**config.mk**
```make
export PLATFORM = sky130hd
export DESIGN_NAME = sipo_frame_receiver
export DESIGN_NICKNAME = d
export VERILOG_FILES = /design/src/rtl/sipo_frame_receiver.sv
export SDC_FILE = /design/constraint.sdc
export NUM_CORES = 1
export LEC_CHECK = 0
export CORE_ASPECT_RATIO = 0.9
export CORE_MARGIN = 4
export CORE_UTILIZATION = 35
export CTS_CLUSTER_DIAMETER = 60
export DETAILED_ROUTE_END_ITERATION = 10
export GPL_ROUTABILITY_DRIVEN = 0
export PLACE_DENSITY = 0.59
export SLEW_MARGIN = 10
export SYNTH_ARGS = -nofsm -noshare
export SYNTH_HDL_FRONTEND = slang
export SYNTH_SLANG_ARGS = --single-unit
```
**constraint.sdc**
```tcl
create_clock -name clk -period 1.64 [get_ports clk]
set_clock_uncertainty 0.05 [all_clocks]
set_input_delay 0.492 -clock clk [delete_from_list [all_inputs] [get_ports clk]]
set_output_delay 0.492 -clock clk [all_outputs]
set_load 0.01 [all_outputs]
```
**src/rtl/sipo_frame_receiver.sv**
```systemverilog
// Serial-to-parallel frame receiver: rebuilds LSB-first frames into WIDTH-bit
// words, holds each word in an output register drained by valid/ready, and
// reports framing errors and overruns as sticky flags.
module sipo_frame_receiver #(
    parameter int unsigned WIDTH = 8
) (
    input  logic                          clk,
    input  logic                          rst_n,
    input  logic                          serial_in,
    input  logic                          frame_start,
    input  logic                          out_ready,
    input  logic                          clear_flags,
    output logic [WIDTH-1:0]              parallel_out,
    output logic                          out_valid,
    output logic                          busy,
    output logic [$clog2(WIDTH+0)+1-1:0]  bit_count,
    output logic                          overrun,
    output logic                          frame_err
);

    localparam int unsigned CNT_W = $clog2(WIDTH) + 1;

    typedef enum logic {
        IDLE  = 1'b0,
        SHIFT = 1'b1
    } state_e;

    state_e             state_q, state_d;
    logic [WIDTH-1:0]   shift_q, shift_d;
    logic [CNT_W-1:0]   cnt_q, cnt_d;
    logic [WIDTH-1:0]   pout_q, pout_d;
    logic               valid_q, valid_d;
    logic               busy_q, busy_d;
    logic               ovr_q, ovr_d;
    logic               ferr_q, ferr_d;
    logic               complete;
    logic [WIDTH-1:0]   word;

    // Next-state, datapath and output-register update
    always_comb begin
        state_d  = state_q;
        shift_d  = shift_q;
        cnt_d    = cnt_q;
        pout_d   = pout_q;
        valid_d  = valid_q;
        ovr_d    = ovr_q & ~clear_flags;
        ferr_d   = ferr_q & ~clear_flags;
        complete = 1'b0;
        word     = {serial_in, shift_q[WIDTH-1:1]};

        case (state_q)
            IDLE: begin
                if (frame_start) begin
                    shift_d = word;
                    cnt_d   = CNT_W'(1);
                    state_d = SHIFT;
                end
            end
            SHIFT: begin
                shift_d = word;
                if (frame_start) begin
                    // Abort beats completion: restart with this bit as bit 0
                    ferr_d = 1'b1;
                    cnt_d  = CNT_W'(1);
                end else if (cnt_q == CNT_W'(WIDTH - 1)) begin
                    complete = 1'b1;
                    cnt_d    = '0;
                    state_d  = IDLE;
                end else begin
                    cnt_d = cnt_q + CNT_W'(1);
                end
            end
            default: state_d = IDLE;
        endcase

        // A slot is free if empty or being drained this same cycle
        if (complete) begin
            if (!valid_q || out_ready) begin
                pout_d  = word;
                valid_d = 1'b1;
            end else begin
                ovr_d = 1'b1;
            end
        end else if (valid_q && out_ready) begin
            valid_d = 1'b0;
        end

        busy_d = (state_d == SHIFT);
    end

    // State and output registers
    always_ff @(posedge clk or negedge rst_n) begin
        if (!rst_n) begin
            state_q <= IDLE;
            shift_q <= '0;
            cnt_q   <= '0;
            pout_q  <= '0;
            valid_q <= 1'b0;
            busy_q  <= 1'b0;
            ovr_q   <= 1'b0;
            ferr_q  <= 1'b0;
        end else begin
            state_q <= state_d;
            shift_q <= shift_d;
            cnt_q   <= cnt_d;
            pout_q  <= pout_d;
            valid_q <= valid_d;
            busy_q  <= busy_d;
            ovr_q   <= ovr_d;
            ferr_q  <= ferr_d;
        end
    end

    assign parallel_out = pout_q;
    assign out_valid    = valid_q;
    assign busy         = busy_q;
    assign bit_count    = cnt_q;
    assign overrun      = ovr_q;
    assign frame_err    = ferr_q;

endmodule

```
==> results.sh, run 1 <==
export IMPL_num_rows=17
export IMPL_synthesis_area_um2=929.6
export IMPL_grt_max_degree=24
export IMPL_finalHoldViolations=0
export IMPL_synth_edf_count=0
export IMPL_vias_per_cell=4.758
export IMPL_cp_end_kind="flop"
export IMPL_cts_root_buf="clkbuf_4"
export IMPL_setup_viol=0
export IMPL_period_share_pct=99.94
export IMPL_grt_pass1_vias=626
export IMPL_routed_wirelength_um=1851
export IMPL_critPathBufInv=2
export IMPL_gr_total_overflow=0
export IMPL_finalMaxSlewViolations=0
export IMPL_peakVddDrop_uv=788.5
export IMPL_fillers=227
export IMPL_vias=628
export IMPL_final_seq_area_um2=576.8
export IMPL_layout_min_cycle_time_ns=1.639
export IMPL_multi_input_area_um2=384.1
export IMPL_ys_seq_elements=23
export IMPL_grt_first_pass_wirelength_um=3105
export IMPL_antenna_left=0
export IMPL_seq_area_frac_synth_pct=61.91
export IMPL_cpMaxStageDelayCell="clkdlybuf4s50_1"
export IMPL_routedWlPerCell_um=14.02
export IMPL_diodes=0
export IMPL_cp_start_kind="input pin"
export IMPL_fp_dieArea_um2=3546
export IMPL_postSynthCellCount=67
export IMPL_crit_fanout=3
export IMPL_clk_pin_slew_ns=0.13
export IMPL_cts_sinks=23
export IMPL_required_ns=1.80
export IMPL_htree_levels=1
export IMPL_synthesis_nets=74
export IMPL_clk_latency_ns=0.31
export IMPL_cts_tree="built"
export IMPL_synth_area_top_cells="dfrtp_1 62%, mux2_2 18%, nor4b_4 2.6%, nand2b_1 2.0%, o21ai_0 1.6%"
export IMPL_coreArea_um2=2489
export IMPL_status="finished clean"
export IMPL_yosysUniqueCellTypes=18
export IMPL_drive_above_1_share_pct=37.50
export IMPL_p_leak_nw=0.6673
export IMPL_antenna_found_initial=0
export IMPL_drc=0
export IMPL_dieWidth_um=62.33
export IMPL_cts_buffer_depth=2
export IMPL_final_cell_area_um2=1345
export IMPL_yosysMostFrequentCell="dfrtp_1"
export IMPL_pin_count=22
export IMPL_initial_core_util_pct=37.36
export IMPL_buffer_ports_inserted=21
export IMPL_globalRouteTotalUtil_pct=11.15
export IMPL_synth_top_area_share_pct=61.91
export IMPL_hold_class="in2async"
export IMPL_synthArstFlopShare_pct=100.0
export IMPL_area_delta_synth_final_pct=44.68
export IMPL_cts_buffers=3
export IMPL_powerDensity_nw_per_um2=1134
export IMPL_hpwl_um=1221
export IMPL_critical_path_top_delay_family="buffers and inverters"
export IMPL_final_util_pct=54.05
export IMPL_ys_flop_type="dfrtp_1"
export IMPL_drt_pass1_iter_count=4
export IMPL_drt_iter0_markers=24
export IMPL_yosysTopAreaCell="dfrtp_1"
export IMPL_cap_viol_max_count=0
export IMPL_die_h_um=56.90
export IMPL_finalNetCount=112
export IMPL_fmax_ghz=0.6101
export IMPL_syn_area_per_cell_um2=13.88
export IMPL_ys_warn_count=0
export IMPL_critical_path_class="in2reg"
export IMPL_holdBufCountCts=0
export IMPL_relSlewSlack_pct=80.81
export IMPL_crit_arrival_ns=1.79
export IMPL_placed_area_um2=1227
export IMPL_worst_pin_slew_ns=0.2879
export IMPL_worstPathCellList="clkdlybuf4s50_1 > nor4b_4 > buf_4 > mux2_4"
export IMPL_cp_slowest_stage_delay_ns=0.47
export IMPL_yosys_top_cells_count="23 x dfrtp_1, 15 x mux2_2, 4 x inv_1"
export IMPL_rsz0062_at_grt="yes"
[area by class of cell]
class | count | share of cell area (%)
repair buffers | 35 | 22.79
clock inverters | 1 | 0.3721
inverters | 4 | 1.116
clock buffers | 3 | 1.674
well taps | 28 | 2.605
flip-flops and latches | 23 | 42.88
multi-input cells | 38 | 28.56
[sequential cells by signal, summed over array words and instances (netlist names)]
signal,cells
out_valid,1
busy,1
overrun,1
shift_q,7
parallel_out,8
frame_err,1
bit_count,4
[stage by stage]
stage	cells	total power [W]	setup WS, ns	setup TNS [ns]	hold slack [ns]
2_1_floorplan	67	0.0009710	-0.02367	-0.1884	0.1464
3_3_place_gp	121	0.001240	-0.3544	-5.120	0.4396
3_5_place_dp	121	0.001247	-0.3816	-5.374	0.4428
4_1_cts	130	0.001470	-0.01762	-0.04151	0.4709
5_1_grt	132	0.001624	-0.03524	-0.1786	0.4774
6_report	132	0.001525	0.001033	0	0.4657
[logic make-up after synthesis]
kind of cell | synth area share, %
compound gates | 3.365
xor+xnor | 0.9423
fa+ha+maj | 1.346
buf+inv | 2.960
flops | 61.91
mux | 19.25
simple gates | 10.23
[power by group]
group | internal [W] | switching, W
sequential | 0.000685 | 0.0000648
combinational | 0.000313 | 0.000202
clock | 0.0000911 | 0.000170
[layout by cell type, fill, tap and decap left out]
master	Yosys	final
a21oi_1	2	2
o21ai_0	3	3
dlygate4sd2_1	0	16
buf_4	1	11
nor2_1	3	3
clkinv_2	0	1
nor4b_4	1	1
buf_6	0	3
mux2_4	0	8
nand2_4	1	1
o22ai_1	1	1
nand2_1	3	3
nand2b_4	0	2
or3_1	2	2
inv_1	4	4
clkdlybuf4s50_1	0	5
xor2_1	1	1
nand2b_1	3	1
ha_4	0	1
dfrtp_1	23	22
mux2_2	15	7
mux2i_1	1	1
clkbuf_4	0	3
nand4_1	1	1
dfrtp_2	0	1
[worst register-to-register path: cells and delay by family, from the launching register on]
family                 cells  cell delay (ns)
multiplexers               1             0.30
AND/OR/NAND/NOR            2             0.45
buffers and inverters      2             0.34
flip-flops                 1             0.40
[repair_timing]
action,4_1_cts,5_1_grt
cloned,0,0
pin swaps,1,3
setup endpoints to repair,24,8
setup buffers,5,2
gates resized for setup,20,10
[metal layers]
metal	track usage, %	vias to the layer above	routed length (um)	part of all wire [%]
li1	-	302	-	-
met1	14.55	308	895	48
met2	17.01	16	842	45
met3	4.200	2	94	5.1
met4	3.636	0	19	1.0
met5	0	-	0	0
[path summary, 6_finish.rpt]
kind,startpoint,end,cells past startpoint,slack (ns)
max in group asynchronous,rst_n,bit_count[0],2,0.83
setup / recovery,frame_start,parallel_out[0],4,0.001
setup reg to reg,bit_count[3],parallel_out[0],5,0.001
hold reg to reg,shift_q[1],parallel_out[0],1,0.47
min in group clk,shift_q[1],parallel_out[0],1,0.47
hold / removal,rst_n,busy,2,0.47
No activity file was read; power rests on OpenSTA's default activity.
==> inputs of run 2 (changes only) <==
- ABC_AREA: unset -> 1
- PLACE_DENSITY: 0.59 -> 0.58
==> run 2 against run 1 <==
Effect of this change: sequential share of layout area up 1.2 points; setup slack better by 0.064 ns; die area up 4.1%; via count rose by 26%; combinational power is 18% lower.
==> results.sh, run 2 <==
export IMPL_cpMaxStageDelayCell="dfrtp_1"
export IMPL_synth_area_top_cells="dfrtp_1 59%, nand2_1 14%, nand4_1 5.8%, o21ai_1 3.1%, inv_1 3.1%"
export IMPL_die_h_um=58.03
export IMPL_layout_min_cycle_time_ns=1.575
export IMPL_synthesis_nets=111
export IMPL_route_met3_wl_um=75
export IMPL_cts_sinks=23
export IMPL_buffer_ports_inserted=21
export IMPL_ys_warn_count=0
export IMPL_dieWidth_um=63.59
export IMPL_globalRouteTotalUtil_pct=11.89
export IMPL_largest_reg_flops=8
export IMPL_layout_common_cells="37 x nand2_1, 23 x dfrtp_1, 16 x dlygate4sd2_1"
export IMPL_num_rows=17
export IMPL_diodes=0
export IMPL_hp_start="parallel_out[0]"
export IMPL_finalHoldViolations=0
export IMPL_holdBufCountCts=0
export IMPL_clk_pin_slew_ns=0.13
export IMPL_p_leak_nw=0.7130
export IMPL_clk_latency_ns=0.31
export IMPL_drt_pass1_iter_count=4
export IMPL_cp_start_kind="flop"
export IMPL_synth_edf_count=0
export IMPL_finalNetCount=146
export IMPL_worstPathCellList="dlygate4sd2_1"
export IMPL_rsz0062_at_grt="no"
export IMPL_layout_commonest_cell="nand2_1"
export IMPL_post_cts_resized=16
export IMPL_cts_tree="built"
export IMPL_grt_first_pass_wirelength_um=3443
export IMPL_seq_area_frac_synth_pct=59.13
export IMPL_period_share_pct=96.04
export IMPL_critical_path_top_delay_family="flip-flops"
export IMPL_crit_fanout=2
export IMPL_htree_levels=1
export IMPL_relSlewSlack_pct=80.62
export IMPL_r2r_start="bit_count[1]"
export IMPL_synth_top_area_share_pct=59.13
export IMPL_status="finished clean"
export IMPL_cts_root_buf="clkbuf_4"
export IMPL_hold_class="reg2reg"
export IMPL_grt_max_degree=24
export IMPL_cts_buffers=3
export IMPL_top_layer="met4"
export IMPL_reg2reg_slack_ns=0.24
export IMPL_wl_met2_um=830
export IMPL_ys_flop_type="dfrtp_1"
export IMPL_cap_viol_max_count=0
export IMPL_powerDensity_nw_per_um2=1109
export IMPL_synthSimpleGateAreaFrac_pct=25.58
export IMPL_drt_iter0_markers=20
export IMPL_yosys_top_cells_count="37 x nand2_1, 23 x dfrtp_1, 9 x nand4_1, 8 x inv_1, 6 x o21ai_1"
export IMPL_peakVddDrop_uv=381.0
export IMPL_gr_total_overflow=0
export IMPL_met1_length_um=1052
export IMPL_final_util_pct=51.18
export IMPL_reg2regPathDepth=7
export IMPL_synthMuxAreaShare_pct=0
export IMPL_critPathBufInv=1
export IMPL_cp_slowest_stage_delay_ns=0.42
export IMPL_required_ns=1.10
export IMPL_crit_arrival_ns=1.03
export IMPL_holdPathEnd="parallel_out[0]"
export IMPL_synth_compound_area_share_pct=7.455
export IMPL_yosysMostFrequentCell="nand2_1"
export IMPL_total_power_w=0.001448
export IMPL_antenna_found_initial=0
export IMPL_fin_tns_setup_ns=0
export IMPL_initial_core_util_pct=38.14
export IMPL_fillers=253
export IMPL_drive_above_1_share_pct=18.12
export IMPL_pin_count=22
export IMPL_timing_rr_end="parallel_out[7]"
export IMPL_fmax_ghz=0.6349
export IMPL_postCtsSetupRepairBufs=0
export IMPL_finalMaxSlewViolations=0
export IMPL_synthArstFlopShare_pct=100.0
export IMPL_ys_seq_elements=23
export IMPL_grt_pass1_vias=786
export IMPL_coreArea_um2=2552
export IMPL_setup_viol=0
export IMPL_postSynthCellCount=104
export IMPL_drc=0
export IMPL_vias_per_cell=4.783
export IMPL_cp_end_kind="primary output"
export IMPL_antenna_left=0
export IMPL_vias=794
export IMPL_dpl_worst_slack_ns=-0.07956
export IMPL_critical_path_class="reg2out"
export IMPL_routed_wirelength_um=1992
export IMPL_hpwl_um=1492
export IMPL_routedWlPerCell_um=12.00
export IMPL_yosysUniqueCellTypes=21
export IMPL_synth_top_family_by_area="simple AND/OR/NAND/NOR gates"
export IMPL_synthXorXnorAreaFrac_pct=0
export IMPL_worst_slack_ns=0.06499
export IMPL_hold_depth=2
export IMPL_worst_pin_slew_ns=0.2907
export IMPL_fp_dieArea_um2=3690
export IMPL_syn_area_per_cell_um2=9.360
export IMPL_area_delta_synth_final_pct=34.19
export IMPL_synthesis_area_um2=973.4
export IMPL_synthAdderAreaFrac_pct=1.285
export IMPL_yosysTopAreaCell="dfrtp_1"
export IMPL_cts_buffer_depth=2
## run 2: kinds of logic after synthesis
family	Yosys count
DFF	23
buffers and inverters	14
and+or+nand+nor	54
adders and majority gates	1
AOI/OAI and AO/OA	12
## run 2: worst max-delay path by stage
stage | slack [ns] | to | depth (start not counted) | startpoint
6_report | 0.06 | bit_count[1] | 1 | bit_count[1]
5_1_grt | 0.03 | bit_count[1] | 1 | bit_count[1]
4_1_cts | 0.06 | bit_count[1] | 1 | bit_count[1]
3_5_place_dp | -0.08 | parallel_out[4] | 7 | frame_start
3_3_place_gp | -0.05 | parallel_out[6] | 7 | frame_start
2_1_floorplan | 0.37 | bit_count[3] | 7 | bit_count[0]
## run 2: area by class of cell
class | instances | area (um2) | area share, %
flip-flops and latches | 23 | 575.6 | 44.06
multi-input cells | 67 | 334.1 | 25.57
repair buffers | 33 | 292.8 | 22.41
inverters | 11 | 41.29 | 3.161
well taps | 28 | 35.03 | 2.682
clock buffers | 3 | 22.52 | 1.724
clock inverters | 1 | 5.005 | 0.3831
## run 2: stage by stage
stage / hold slack (ns) / instances / cell area [um2]
CTS: 0.4389 / 166 / 1306
global route: 0.4566 / 166 / 1306
floorplan: 0.1464 / 104 / 973.4
finish: 0.4322 / 166 / 1306
detailed placement: 0.4115 / 162 / 1299
global placement: 0.4077 / 162 / 1299
## run 2: power by group
part | switching (W) | leakage, nW | internal [W] | total (W)
sequential | 0.0000643 | 0.285 | 0.000691 | 0.000755
combinational | 0.000220 | 0.410 | 0.000203 | 0.000423
clock | 0.000179 | 0.0177 | 0.0000912 | 0.000270
## run 2: per-layer routing
layer / track usage [%] / vias up
met3: 1.744 / 4
met1: 16.20 / 363
met5: 0 / -
li1: - / 410
met4: 6.462 / 0
met2: 18.30 / 17
